`src/rtl/bcu_tile_port.sv`:
```
// bcu_tile_port: 68K-facing port for the BCU tile layer. Decodes the five
// chip selects into tile-offset, tile RAM, scroll and flip accesses and
// answers each bus cycle with a single DTACK.
// Build option: define BCU_READBACK_EN to enable real read data (tile RAM,
// tile offset, scroll, flip). Without it reads acknowledge after one clock
// with cpu_din = 0 and vram_rdata is ignored.
// Handshake: an access starts on the rising edge of the OR of the selects
// while idle; dtack_n stays low until every select is released, and the
// port returns to idle on the clock after release. Selects seen outside
// idle are ignored, never queued.
module bcu_tile_port (
  input  logic         clk,
  input  logic         reset,
  input  logic         tile_ofs_cs,
  input  logic         tile_attr_cs,
  input  logic         tile_num_cs,
  input  logic         scroll_cs,
  input  logic         bcu_flip_cs,
  input  logic [2:0]   cpu_a,
  input  logic         cpu_rw,
  input  logic [15:0]  cpu_dout,
  output logic [15:0]  cpu_din,
  output logic         dtack_n,
  output logic [12:0]  vram_addr,
  output logic         vram_we,
  output logic [15:0]  vram_wdata,
  input  logic [15:0]  vram_rdata,
  output logic [127:0] layer_scroll,
  output logic         bcu_flip,
  output logic [2:0]   dbg_state
);

  typedef enum logic [2:0] {
    ST_IDLE    = 3'd0,
    ST_WRITE   = 3'd1,
    ST_RD_ADDR = 3'd2,
    ST_RD_DATA = 3'd3,
    ST_ACK     = 3'd4
  } state_t;

  typedef enum logic [2:0] {
    SEL_OFS    = 3'd0,
    SEL_ATTR   = 3'd1,
    SEL_NUM    = 3'd2,
    SEL_SCROLL = 3'd3,
    SEL_FLIP   = 3'd4
  } sel_t;

  state_t      state_q;
  sel_t        which_q;
  sel_t        win;
  logic [2:0]  a_q;
  logic        sel_prev_q;
  logic        sel_any;
  logic        start;
  logic [11:0] tile_ofs_q;
  logic [15:0] scroll_q [8];
  logic        flip_q;
  logic [15:0] cpu_din_q;
  logic        dtack_n_q;
  logic [12:0] vram_addr_q;
  logic        vram_we_q;
  logic [15:0] vram_wdata_q;

`ifndef BCU_READBACK_EN
  logic unused_rdata;
  assign unused_rdata = ^vram_rdata;
`endif

  assign sel_any = tile_ofs_cs | tile_attr_cs | tile_num_cs | scroll_cs | bcu_flip_cs;
  assign start   = sel_any & ~sel_prev_q & (state_q == ST_IDLE);

  // Fixed-priority pick of the select that gets serviced.
  always_comb begin
    win = SEL_FLIP;
    if (tile_ofs_cs)       win = SEL_OFS;
    else if (tile_attr_cs) win = SEL_ATTR;
    else if (tile_num_cs)  win = SEL_NUM;
    else if (scroll_cs)    win = SEL_SCROLL;
  end

  // Access sequencer: edge detect, FSM and all registered outputs.
  always_ff @(posedge clk) begin
    if (reset) begin
      state_q      <= ST_IDLE;
      which_q      <= SEL_OFS;
      a_q          <= 3'd0;
      sel_prev_q   <= 1'b0;
      tile_ofs_q   <= 12'd0;
      for (int i = 0; i < 8; i++) scroll_q[i] <= 16'd0;
      flip_q       <= 1'b0;
      cpu_din_q    <= 16'd0;
      dtack_n_q    <= 1'b1;
      vram_addr_q  <= 13'd0;
      vram_we_q    <= 1'b0;
      vram_wdata_q <= 16'd0;
    end else begin
      sel_prev_q <= sel_any;
      vram_we_q  <= 1'b0;
      case (state_q)
        ST_IDLE: begin
          if (start) begin
            which_q <= win;
            a_q     <= cpu_a;
            if (!cpu_rw) begin
              state_q <= ST_WRITE;
              // Tile RAM strobe is registered so it is high exactly during WRITE.
              if (win == SEL_ATTR || win == SEL_NUM) begin
                vram_we_q    <= 1'b1;
                vram_addr_q  <= {tile_ofs_q, win == SEL_NUM};
                vram_wdata_q <= cpu_dout;
              end
            end else begin
`ifdef BCU_READBACK_EN
              state_q <= ST_RD_ADDR;
              // Address goes out a cycle early so the RAM data is ready in RD_DATA.
              if (win == SEL_ATTR || win == SEL_NUM)
                vram_addr_q <= {tile_ofs_q, win == SEL_NUM};
`else
              state_q   <= ST_ACK;
              dtack_n_q <= 1'b0;
              cpu_din_q <= 16'd0;
`endif
            end
          end
        end
        ST_WRITE: begin
          case (which_q)
            SEL_OFS:    tile_ofs_q    <= cpu_dout[11:0];
            SEL_SCROLL: scroll_q[a_q] <= cpu_dout;
            SEL_FLIP:   flip_q        <= cpu_dout[0];
            default:    ;
          endcase
          state_q   <= ST_ACK;
          dtack_n_q <= 1'b0;
        end
`ifdef BCU_READBACK_EN
        ST_RD_ADDR: begin
          state_q <= ST_RD_DATA;
        end
        ST_RD_DATA: begin
          case (which_q)
            SEL_OFS:    cpu_din_q <= {4'b0, tile_ofs_q};
            SEL_SCROLL: cpu_din_q <= scroll_q[a_q];
            SEL_FLIP:   cpu_din_q <= {15'b0, flip_q};
            default:    cpu_din_q <= vram_rdata;
          endcase
          state_q   <= ST_ACK;
          dtack_n_q <= 1'b0;
        end
`endif
        ST_ACK: begin
          if (!sel_any) begin
            dtack_n_q <= 1'b1;
            state_q   <= ST_IDLE;
          end
        end
        default: state_q <= ST_IDLE;
      endcase
    end
  end

  // Flatten the scroll register file onto the output bus.
  always_comb begin
    layer_scroll = '0;
    for (int i = 0; i < 8; i++) layer_scroll[16*i +: 16] = scroll_q[i];
  end

  assign cpu_din    = cpu_din_q;
  assign dtack_n    = dtack_n_q;
  assign vram_addr  = vram_addr_q;
  assign vram_we    = vram_we_q;
  assign vram_wdata = vram_wdata_q;
  assign bcu_flip   = flip_q;
  assign dbg_state  = state_q;

endmodule

```
`config.mk`:
```
export PLATFORM = sky130hd
export DESIGN_NAME = bcu_tile_port
export DESIGN_NICKNAME = d
export VERILOG_FILES = /design/src/rtl/bcu_tile_port.sv
export SDC_FILE = /design/constraint.sdc
export NUM_CORES = 1
export LEC_CHECK = 0
export BUFFER_PORTS_ARGS = -buffer_cell sky130_fd_sc_hd__buf_2
export CAP_MARGIN = 10
export CORE_UTILIZATION = 46
export DETAILED_ROUTE_END_ITERATION = 8
export GPL_TIMING_DRIVEN = 0
export HOLD_SLACK_MARGIN = 0.1
export PLACE_DENSITY = 0.8
export SETUP_SLACK_MARGIN = 0.05
export SYNTH_ARGS = -nofsm -noshare
export SYNTH_HDL_FRONTEND = slang
export SYNTH_SLANG_ARGS = --single-unit
```
`constraint.sdc`:
```
create_clock -name clk -period 2 [get_ports clk]
set_input_delay 0.5 -clock clk [delete_from_list [all_inputs] [get_ports clk]]
set_output_delay 0.5 -clock clk [all_outputs]
set_load 0.01 [all_outputs]
```
==> results.md <==
STA:
- Between clock sinks in the finished design, the worst skew comes to between 9 and 10 ps.
- Setup violations remaining at the end of the flow were counted as 0.
- The ratio of final minimum period to clock period is 0.9852.
- Setup repair after global routing could not meet its margin everywhere.
- For the pin with the worst max-slew slack, the measured transition is 868.0 ps.
- The final max-slew violation count is 0.
- The maximum frequency from static timing analysis is 507.5 MHz.
- The final setup TNS is 0 ps.
- The hold violation total from the final report was 0.
- The shortest clock period the worst path allows after layout is 1970 ps.
- The relative max-transition margin is 0.4213.

GRT:
- In the global route stage, overall resource usage came out at 0.2395.
- The largest net degree at the start of global routing is 17.
- The residual overflow from global routing is 0.
- The initial antenna violation count is 0.
- The wire length of the first global-routing pass is between 20 and 30 mm.
- The number of global-route vias before repair came to roughly 5000.

Cells and area:
- The total non-filler cell area in the finished layout is approximately 0.0091 sq mm.
- For this run, the post-layout net count is 861.
- The non-filler instance count after layout is 1014.
- The layout cell share with drive strength beyond 1 is 0.3795.
- The commonest non-fill, non-tap cell in the layout is buf_2.
- Compared with the post-synthesis result, the final layout area differs by 29.53%.
- The library cells used most frequently in the layout, excluding fill and tap cells, are buf_2, edfxtp_1, nor2_1, nand2_1, dfxtp_1.
- The layout has approximately 1200 filler cells.
- The final design utilization is 0.6194.
- The antenna diode instance count is 0.

Synth:
- Ranked by total cell area, the synthesized netlist is headed by edfxtp_1, dfxtp_1, nor2_1, nand2_1, mux2i_1.
- The count of cell types in the netlist is 41.
- Of the synthesized area, sequential elements account for 0.6952.
- The most used flip-flop cell after synthesis is edfxtp_1.
- The synthesized design contains 128 enable-type register cells.
- The area fraction of the dominant cell type after synthesis is 0.5448.
- The mean instance size in the synthesized netlist is roughly 12 sq um.
- The top cell type by total area after synthesis is edfxtp_1.
- The count of synthesis-stage warnings from yosys is 0.
- In the synthesized netlist, the number of instances is slightly below 600.
- For this run, asynchronously set or reset flops after synthesis account for 0.
- The flip-flop and latch count after synthesis is approximately 180.
- The cell area after technology mapping is a little over 0.007 sq mm.

Min path:
- In this run the most critical hold path is launched from cpu_rw.
- The min-delay analysis places its worst path in the category input port to flip-flop.
- The hold-critical path depth is 2.
- For hold timing, the worst endpoint is dbg_state[0].

Critical path:
- The reg-to-reg critical path startpoint is dbg_state[2].
- Together, buffers and inverters on the worst path number 1.
- The worst setup path startpoint is dbg_state[2].
- The slowest stage cell on the critical path is or3b_4.
- Data on the critical path is required at its endpoint by around 2100 ps.
- The data arrival time of the worst path is approximately 2100 ps.
- The internal reg-to-reg setup slack is about 30 ps.
- The largest single stage delay on the critical path is about 400 ps.
- In this run the critical register-to-register path is captured at scroll_q[5][6].
- The worst setup path is captured at a flip-flop.
- The number of cells traversed by the worst register-to-register path is 4.
- The signal on the critical path passes through or3b_4 -> buf_8 -> nor3_4 -> a31o_4.
- STA classifies the critical path startpoint as a flip-flop.
- The worst setup path is of the flip-flop to flip-flop kind.
- The biggest fanout along the worst timing path is 16.
- The kind of cell adding the most delay to the critical path is simple AND/OR/NAND/NOR gates.

Route:
- In this run, the number of DRC markers left after iteration 0 of detailed routing was roughly 350.
- The remaining design rule violation count is 0.
- For this run, the detailed router's first-pass iteration total came to 5.
- The post-detailed-routing wire length is between 15 and 20 mm.
- For this block, the via count after detailed routing is 5235.
- The wire length per cell after detailed routing is between 15 and 20 um.
- The via-per-instance ratio is ~5.2.
- Once detail routing completed, the nets flagged for antenna violations numbered 0.

Place:
- The placed instances occupy a cell area of 0.008282 sq mm.
- Buffers placed on the I/O ports in this run total 186.
- The placed wire-length estimate after detailed placement is about 13 mm.
- The congestion estimate from routability-driven global placement came to 0.8665.
- Counting tap cells, the placed design contains a total of a little under 1000 instances.

Floorplan:
- The standard cell core area is between 0.01 and 0.015 sq mm.
- The number of rows in the core area is between 40 and 50.
- The height of the die is 125.8 um.
- The chip width is around 130 um.
- For this configuration, the core starts out at a cell density of 0.4782.
- The full die area is around 0.016 sq mm.
- The count of boundary I/O pins is around 220.

Clock network:
- The total CTS buffers is 17.
- TritonCTS built the clock tree.
- The clock root buffer master is clkbuf_16.
- The clock passes through at most 2 buffers.
- The number of hold buffers added after CTS was 0.
- The post-CTS clock slew at the launch and capture registers of the worst setup and hold paths is about 70 ps.
- The depth of the CTS H-tree is 4.
- The later pin in the worst-skew pair is clocked with a latency of roughly 430 ps.
- The total number of clock tree sinks is 181.

Power and ir drop:
- For this design the ratio of total power to cell area is approximately 860 mW/mm^2.
- The leakage component of the power is ~3.7 nW.
- The worst IR drop on VDD is 0.0006377 V.

Run status:
- The flow ran to the end, and the final reports show no timing, DRC or antenna violations.

Flow run:
- The number of max-cap violations is 0.
repair_timing:
item | 4_1_cts | 5_1_grt
cloned | 0 | 2
pin swaps | 1 | 2
endpoints found under the setup margin | 264 | 157
resized for setup | 16 | 37
setup buffers | 3 | 5
layer usage:
layer / GRT usage / wire [um]
met5: 0 / 0
met4: 0.1063 / 520
met3: 0.05565 / 1492
met2: 0.4000 / 9150
met1: 0.2985 / 7500
synthesized netlist by cell type, types with 4 or more instances:
master / instances
nor2_2: 30
dfxtp_1: 53
edfxtp_1: 128
nor2_1: 105
inv_1: 6
nand2_1: 93
buf_6: 8
nor3_1: 4
mux2i_1: 30
clkbuf_1: 28
a21oi_1: 15
a31o_2: 6
o21ai_0: 15
buf_4: 19
nand3_1: 12
metrics by stage:
step | power, mW | hold WS (ps) | worst slack [ps]
3_5_place_dp | 4.838 | 446.1 | -294.1
4_1_cts | 7.873 | 271.0 | -42.50
6_report | 7.889 | 281.4 | 29.61
3_3_place_gp | 4.827 | 441.0 | -247.7
2_1_floorplan | 4.579 | 434.5 | 53.35
5_1_grt | 8.131 | 289.1 | 13.45
registers in the layout, indices dropped and copies added, names as in the netlist:
signal and cells:
bcu_flip 1, vram_wdata 16, vram_we 1, dbg_state 2, tile_ofs_q 12, a_q 3
dtack_n 1, vram_addr 13, which_q 3, scroll_q 128, sel_prev_q 1
cell families after synthesis:
logic type / Yosys count / synth area share
AO/OA/AOI/OAI: 51 / 0.04629
buffers and inverters: 64 / 0.05302
flip-flops: 181 / 0.6952
multiplexers: 30 / 0.04256
other: 1 / 0.0005315
AND/OR/NAND/NOR: 262 / 0.1624
power by group:
group	leakage [nW]	switching, mW	internal (mW)	total, mW
Combinational	1.70	0.424	0.209	0.633
Sequential	1.76	0.0633	4.12	4.18
Clock	0.257	1.38	1.70	3.08
final cells by class:
type | count | area [sq um] | share of cell area
clock buffers | 18 | 429.2 | 0.04696
clock inverters | 13 | 108.9 | 0.01191
well taps | 184 | 230.2 | 0.02519
repair buffers | 194 | 1016 | 0.1112
flip-flops and latches | 181 | 4915 | 0.5378
multi-input cells | 362 | 2026 | 0.2217
inverters | 7 | 26.28 | 0.002875
plain buffers | 55 | 387.9 | 0.04244
worst max path at each step:
stage / to / slack (ps) / depth (start not counted)
6_report: scroll_q[5][6] / 30 / 4
3_3_place_gp: scroll_q[7][0] / -250 / 4
3_5_place_dp: scroll_q[7][1] / -290 / 4
2_1_floorplan: scroll_q[3][0] / 50 / 4
5_1_grt: scroll_q[4][10] / 10 / 6
4_1_cts: scroll_q[5][0] / -40 / 4
No activity file was read; power rests on OpenSTA's default activity.
